[config.mk]
export PLATFORM = sky130hd
export DESIGN_NAME = stream_demux
export DESIGN_NICKNAME = d
export VERILOG_FILES = /design/src/rtl/stream_demux_pkg.sv /design/src/rtl/stream_demux_slot.sv /design/src/rtl/stream_demux.sv
export SDC_FILE = /design/constraint.sdc
export NUM_CORES = 1
export LEC_CHECK = 0
export BUFFER_PORTS_ARGS = -buffer_cell sky130_fd_sc_hd__buf_2
export CAP_MARGIN = 30
export CORE_ASPECT_RATIO = 1.4
export CORE_MARGIN = 4
export CORE_UTILIZATION = 40
export CTS_CLUSTER_DIAMETER = 80
export DETAILED_ROUTE_END_ITERATION = 12
export PLACE_DENSITY = 0.69
export RECOVER_POWER = 50
export SYNTH_ARGS = -nofsm -noshare
export SYNTH_HDL_FRONTEND = slang
export SYNTH_SLANG_ARGS = --single-unit
[constraint.sdc]
create_clock -name clk -period 1.5 [get_ports clk]
set_input_delay 0 -clock clk [delete_from_list [all_inputs] [get_ports clk]]
set_output_delay 0 -clock clk [all_outputs]
set_load 0.01 [all_outputs]
[src/rtl/stream_demux_pkg.sv]
// Shared types and helpers for the stream demultiplexer family.
// Holds the per-channel slot state and the select-width calculation.
package stream_demux_pkg;

   typedef enum logic {
      SLOT_EMPTY = 1'b0,
      SLOT_FULL  = 1'b1
   } slot_state_t;

   // A single-channel demux still carries a 1-bit select so ports never collapse to zero width.
   function automatic int calc_sel_w(input int num_out);
      return (num_out > 1) ? $clog2(num_out) : 1;
   endfunction

endpackage

[src/rtl/stream_demux_slot.sv]
// One-entry output holding register for a single demux channel.
// Optional delivered-transfer counter is built when STREAM_DEMUX_CNT_EN is defined.
module stream_demux_slot
   import stream_demux_pkg::*;
#(
   parameter int DATA_W = 8,
   parameter int CNT_W  = 16
) (
   input  logic              clk,
   input  logic              rst,
   input  logic              i_load,
   input  logic [DATA_W-1:0] i_data,
   input  logic              i_ready,
   output logic [DATA_W-1:0] o_data,
   output logic              o_free,
   output slot_state_t       o_state
`ifdef STREAM_DEMUX_CNT_EN
   ,
   output logic [CNT_W-1:0]  o_cnt
`endif
);

   slot_state_t       r_state;
   slot_state_t       w_state_nxt;
   logic [DATA_W-1:0] r_data;
   logic              w_drain;

   assign w_drain = (r_state == SLOT_FULL) && i_ready;
   assign o_free  = (r_state == SLOT_EMPTY) || i_ready;
   assign o_state = r_state;
   assign o_data  = r_data;

   // A load while full is only issued when the slot is draining the same cycle, so FULL persists.
   always_comb begin
      w_state_nxt = r_state;
      case (r_state)
         SLOT_EMPTY: if (i_load) w_state_nxt = SLOT_FULL;
         SLOT_FULL:  if (i_ready && !i_load) w_state_nxt = SLOT_EMPTY;
         default:    w_state_nxt = SLOT_EMPTY;
      endcase
   end

   always_ff @(posedge clk) begin
      if (rst) begin
         r_state <= SLOT_EMPTY;
      end else begin
         r_state <= w_state_nxt;
      end
   end

   always_ff @(posedge clk) begin
      if (rst) begin
         r_data <= '0;
      end else if (i_load) begin
         r_data <= i_data;
      end
   end

`ifdef STREAM_DEMUX_CNT_EN
   logic [CNT_W-1:0] r_cnt;

   always_ff @(posedge clk) begin
      if (rst) begin
         r_cnt <= '0;
      end else if (w_drain) begin
         r_cnt <= r_cnt + 1'b1;
      end
   end

   assign o_cnt = r_cnt;
`else
   logic w_drain_unused;
   assign w_drain_unused = w_drain;
`endif

endmodule

[src/rtl/stream_demux.sv]
// Registered valid/ready demultiplexer: unicast to one of NUM_OUT channels or all-or-nothing broadcast.
// Define STREAM_DEMUX_CNT_EN to add per-channel delivered-transfer counters (out_cnt).
module stream_demux
   import stream_demux_pkg::*;
#(
   parameter int DATA_W  = 8,
   parameter int NUM_OUT = 4,
   parameter int SEL_W   = calc_sel_w(NUM_OUT),
   parameter int CNT_W   = 16
) (
   input  logic               clk,
   input  logic               rst,
   input  logic               in_valid,
   output logic               in_ready,
   input  logic [DATA_W-1:0]  in_data,
   input  logic [SEL_W-1:0]   in_sel,
   input  logic               in_bcast,
   output logic [NUM_OUT-1:0] out_valid,
   input  logic [NUM_OUT-1:0] out_ready,
   output logic [DATA_W-1:0]  out_data [NUM_OUT],
   output logic               drop_pulse
`ifdef STREAM_DEMUX_CNT_EN
   ,
   output logic [CNT_W-1:0]   out_cnt [NUM_OUT]
`endif
);

   localparam logic [SEL_W:0] LP_NUM_OUT = (SEL_W + 1)'(NUM_OUT);
   localparam bit             LP_SINGLE  = (NUM_OUT == 1);

   logic [NUM_OUT-1:0] w_free;
   logic [NUM_OUT-1:0] w_hit;
   logic [NUM_OUT-1:0] w_load;
   logic               w_sel_legal;
   logic               w_targets_free;
   logic               w_accept;
   logic               r_drop;
   slot_state_t        w_state [NUM_OUT];

   // Handshakes: a transfer happens on a rising edge where valid && ready; valid never waits on ready,
   // and ready on the input side is combinational from out_ready and the slot states.
   always_comb begin
      w_sel_legal = in_bcast || LP_SINGLE || ({1'b0, in_sel} < LP_NUM_OUT);
      w_hit       = '0;
      for (int i = 0; i < NUM_OUT; i++) begin
         w_hit[i] = in_bcast || LP_SINGLE || ({1'b0, in_sel} == (SEL_W + 1)'(i));
      end
      w_targets_free = &(w_free | ~w_hit);
      in_ready       = !rst && (!w_sel_legal || w_targets_free);
   end

   assign w_accept = in_valid && in_ready;
   assign w_load   = w_hit & {NUM_OUT{w_accept && w_sel_legal}};

   always_ff @(posedge clk) begin
      if (rst) begin
         r_drop <= 1'b0;
      end else begin
         r_drop <= w_accept && !w_sel_legal;
      end
   end

   assign drop_pulse = r_drop;

   for (genvar g = 0; g < NUM_OUT; g++) begin : g_slot
      stream_demux_slot #(
         .DATA_W (DATA_W),
         .CNT_W  (CNT_W)
      ) u_slot (
         .clk     (clk),
         .rst     (rst),
         .i_load  (w_load[g]),
         .i_data  (in_data),
         .i_ready (out_ready[g]),
         .o_data  (out_data[g]),
         .o_free  (w_free[g]),
         .o_state (w_state[g])
`ifdef STREAM_DEMUX_CNT_EN
         ,
         .o_cnt   (out_cnt[g])
`endif
      );

      assign out_valid[g] = (w_state[g] == SLOT_FULL);
   end

endmodule

==> results by group <==
Outcome
  • Status: finished, violations left
  • Failing checks: setup timing

Floorplan
  • Row cnt: 26
  • Initial core utilization: 42.8%
  • CORE AREA: around 3700 um^2
  • Die W: around 61 um
  • Die H: 82.9 um
  • Die area: 5090 um^2
  • # IOs: 56

Critical path
  • Crit path DAT: between 1.5 and 2 ns
  • Critical path class: reg2out
  • CP endpoint kind: output port
  • Crit path launch type: register
  • Crit path max fanout: 3
  • Critical Path RT: 1.50 ns

Clock tree
  • Reg clk slew, reported paths: around 0.06 ns
  • CTS root buf: clkbuf_8
  • Htree depth: 2
  • TritonCTS Sinks: 36
  • Clk buf depth: 2
  • CTS buffer count: 5
  • CTS tree: yes
  • Clock Latency Late Sink: 0.29 ns

STA
  • Unrepaired setup endpoints after global routing: yes
  • Final Slew Violations: 0
  • Peak Freq: 662 MHz
  • Final setup vio count: 1
  • Worst setup slack after layout: -0.0100 ns
  • Fin crit share: 101%
  • Clock Skews: 0.00478 ns
  • Sum Neg Setup Slack: -0.0100 ns
  • Period minus WS final: 1.51 ns
  • Fin. Hold Viols: 0

Worst hold path
  • Hold/Removal Path Class: in2reg

Drt
  • Antenna-violating nets left: 0
  • Via count: 1591
  • Drt drc: 0
  • Initial DRC Count: slightly below 100
  • Vias/cell: around 5.6
  • Wire length per cell: 16.4 um
  • WL final: 4640 um
  • DRT Pass-1 Iters: 4

Layout
  • Layout cells sized above 1: 27.0%
  • Register Area: just over 700 um^2
  • Area delta synth->final: 25.9%
  • Most frequent cells in the layout: a21oi_1, dfxtp_1, buf_2
  • FILL cells: between 300 and 400
  • Nets: about 260
  • Multi-input gate area: 758 um^2
  • Number of diodes: 0
  • Commonest non-fill, non-tap cell in the layout: a21oi_1

Synth
  • Top cells by area, synth: dfxtp_1, a21oi_1, nand3_1, o21ai_1, buf_6
  • Post-synth net total: about 200
  • Syn_area_per_cell: 8.61 um^2
  • Cells after Synth: roughly 190
  • Mux cell area share after synthesis: 0%
  • Yosys reg bits: 36
  • Mapped Area: approximately 1600 um^2
  • Simple-Gate Fraction of Synth Area: 19.4%
  • Warnings from Yosys: 0
  • Post-Synth Adder-Cell Area: 0%
  • Main combinational cell family by area after synthesis: compound AO/OA/AOI/OAI gates
  • Complex-gate fraction of the synthesized area: 26.3%
  • Synth top area share: 45.0%
  • Distinct cells, synth: 28
  • Register area share after synthesis: 45.0%
  • Area leader, netlist: dfxtp_1
  • Xor-xnor portion of the synthesized cell area: 0%

Global routing
  • Met3 usage: 4.35%
  • GRT overflow: 0
  • Met2 usage: 27.3%
  • First-pass GRT wire length: 7200 um
  • GR peak layer: met2
  • Vias in the first global route: approximately 1500
  • Antenna violations before repair: 0
  • All-Layer GR Usage: a little under a fifth
  • Largest net degree at the start of global routing: 37
  • GRT met1 Usage: 24.2%

Pwr
  • Peak VDD IR: 0.000809 V
  • PwrDens: 1050 nW/um^2
  • Leak Pwr: ~0.76 nW
  • Total power: between 2 and 2.5 mW

Placed design
  • PortBufs: 54
  • GP Congestion: between 0.7 and 0.8
  • DP Wirelength: 2880 um

Flow run
  • Max-cap violations: 0
[per-layer routing]
layer | vias to the layer above | wire, um
li1 | 783 | -
met1 | 735 | 1910
met2 | 63 | 2210
met3 | 10 | 407
met4 | 0 | 111
met5 | - | 0
[repair_timing]
action,4_1_cts,5_1_grt
pin swaps,1,3
hold buffers,3,0
resized for setup,2,8
cloned,1,1
endpoints found under the hold margin,9,0
buffers inserted,3,0
endpoints found under the setup margin,3,37
[where the power goes]
| group | internal [mW] | leakage, nW | switching, mW |
|---|---|---|---|
| Sequential | 0.997 | 0.293 | 0.0203 |
| Clock | 0.409 | 0.0503 | 0.332 |
| Combinational | 0.142 | 0.420 | 0.213 |
| Total | 1.55 | 0.764 | 0.565 |
[area by class of cell]
class	count	share of cell area [%]
tap	42	2.61
clock buffer	7	4.78
multi-input combinational	131	37.6
timing repair buffer	67	19.2
sequential	36	35.8
[critical path, cell delays in order (launching register included)]
cell and delay, ns:
dfxtp_1 0.33, nand2b_1 0.08, nor2_1 0.34, nor3_4 0.08, buf_12 0.14, and3_4 0.14
buf_6 0.11
[cells in the mapped netlist, drive strengths merged]
master and count:
and4b 1, o21bai 1, nor3 1, nand4b 1, buf 16, nand3 32
dfxtp 36, nand4 1, nand2 3, and3 1, and4 1, nor2 3
nand2b 4, clkbuf 4, o2111a 2, o21ba 1, o2111ai 2, conb 1
nor2b 4, a21oi 37, o21ai 33, or3 1
[sequential cells by signal, indices dropped and copies added (netlist names)]
name / count
g_slot.u_slot.o_data: 32
g_slot.u_slot.o_state: 4
[metrics by stage]
stage                     cell area [um^2]  hold slack [ns]  util [%]  cells  worst slack (ns)
after floorplan                       1600            0.148         -    186             0.110
after global placement                1860            0.292      49.6    269            0.0221
after detailed placement              1860            0.299      49.6    269           -0.0142
after CTS                             2040          0.00455      54.5    283         -0.000128
after global routing                  2020           0.0181      53.9    283           -0.0840
final                                 2020          0.00161      53.9    283           -0.0100
[cell families (layout without fill, tap and decap cells)]
| logic type | after synthesis | count (layout) |
|---|---|---|
| other cells | 1 | 1 |
| compound gates | 76 | 76 |
| simple gates | 53 | 54 |
| flops | 36 | 36 |
| buf+inv | 20 | 74 |
[worst paths after layout]
| kind | start | endpoint | slack (ns) | cells after the start |
|---|---|---|---|---|
| setup / recovery | g_slot[3].u_slot.o_state | in_ready | -0.01 | 6 |
| hold / removal | out_ready[2] | g_slot[2].u_slot.o_state | 0.002 | 3 |
| setup reg to reg | g_slot[2].u_slot.o_state | g_slot[0].u_slot.o_data[7] | 0.01 | 5 |
| hold reg to reg | g_slot[1].u_slot.o_data[1] | g_slot[1].u_slot.o_data[1] | 0.46 | 2 |
Power figures use the tool's default switching activity.
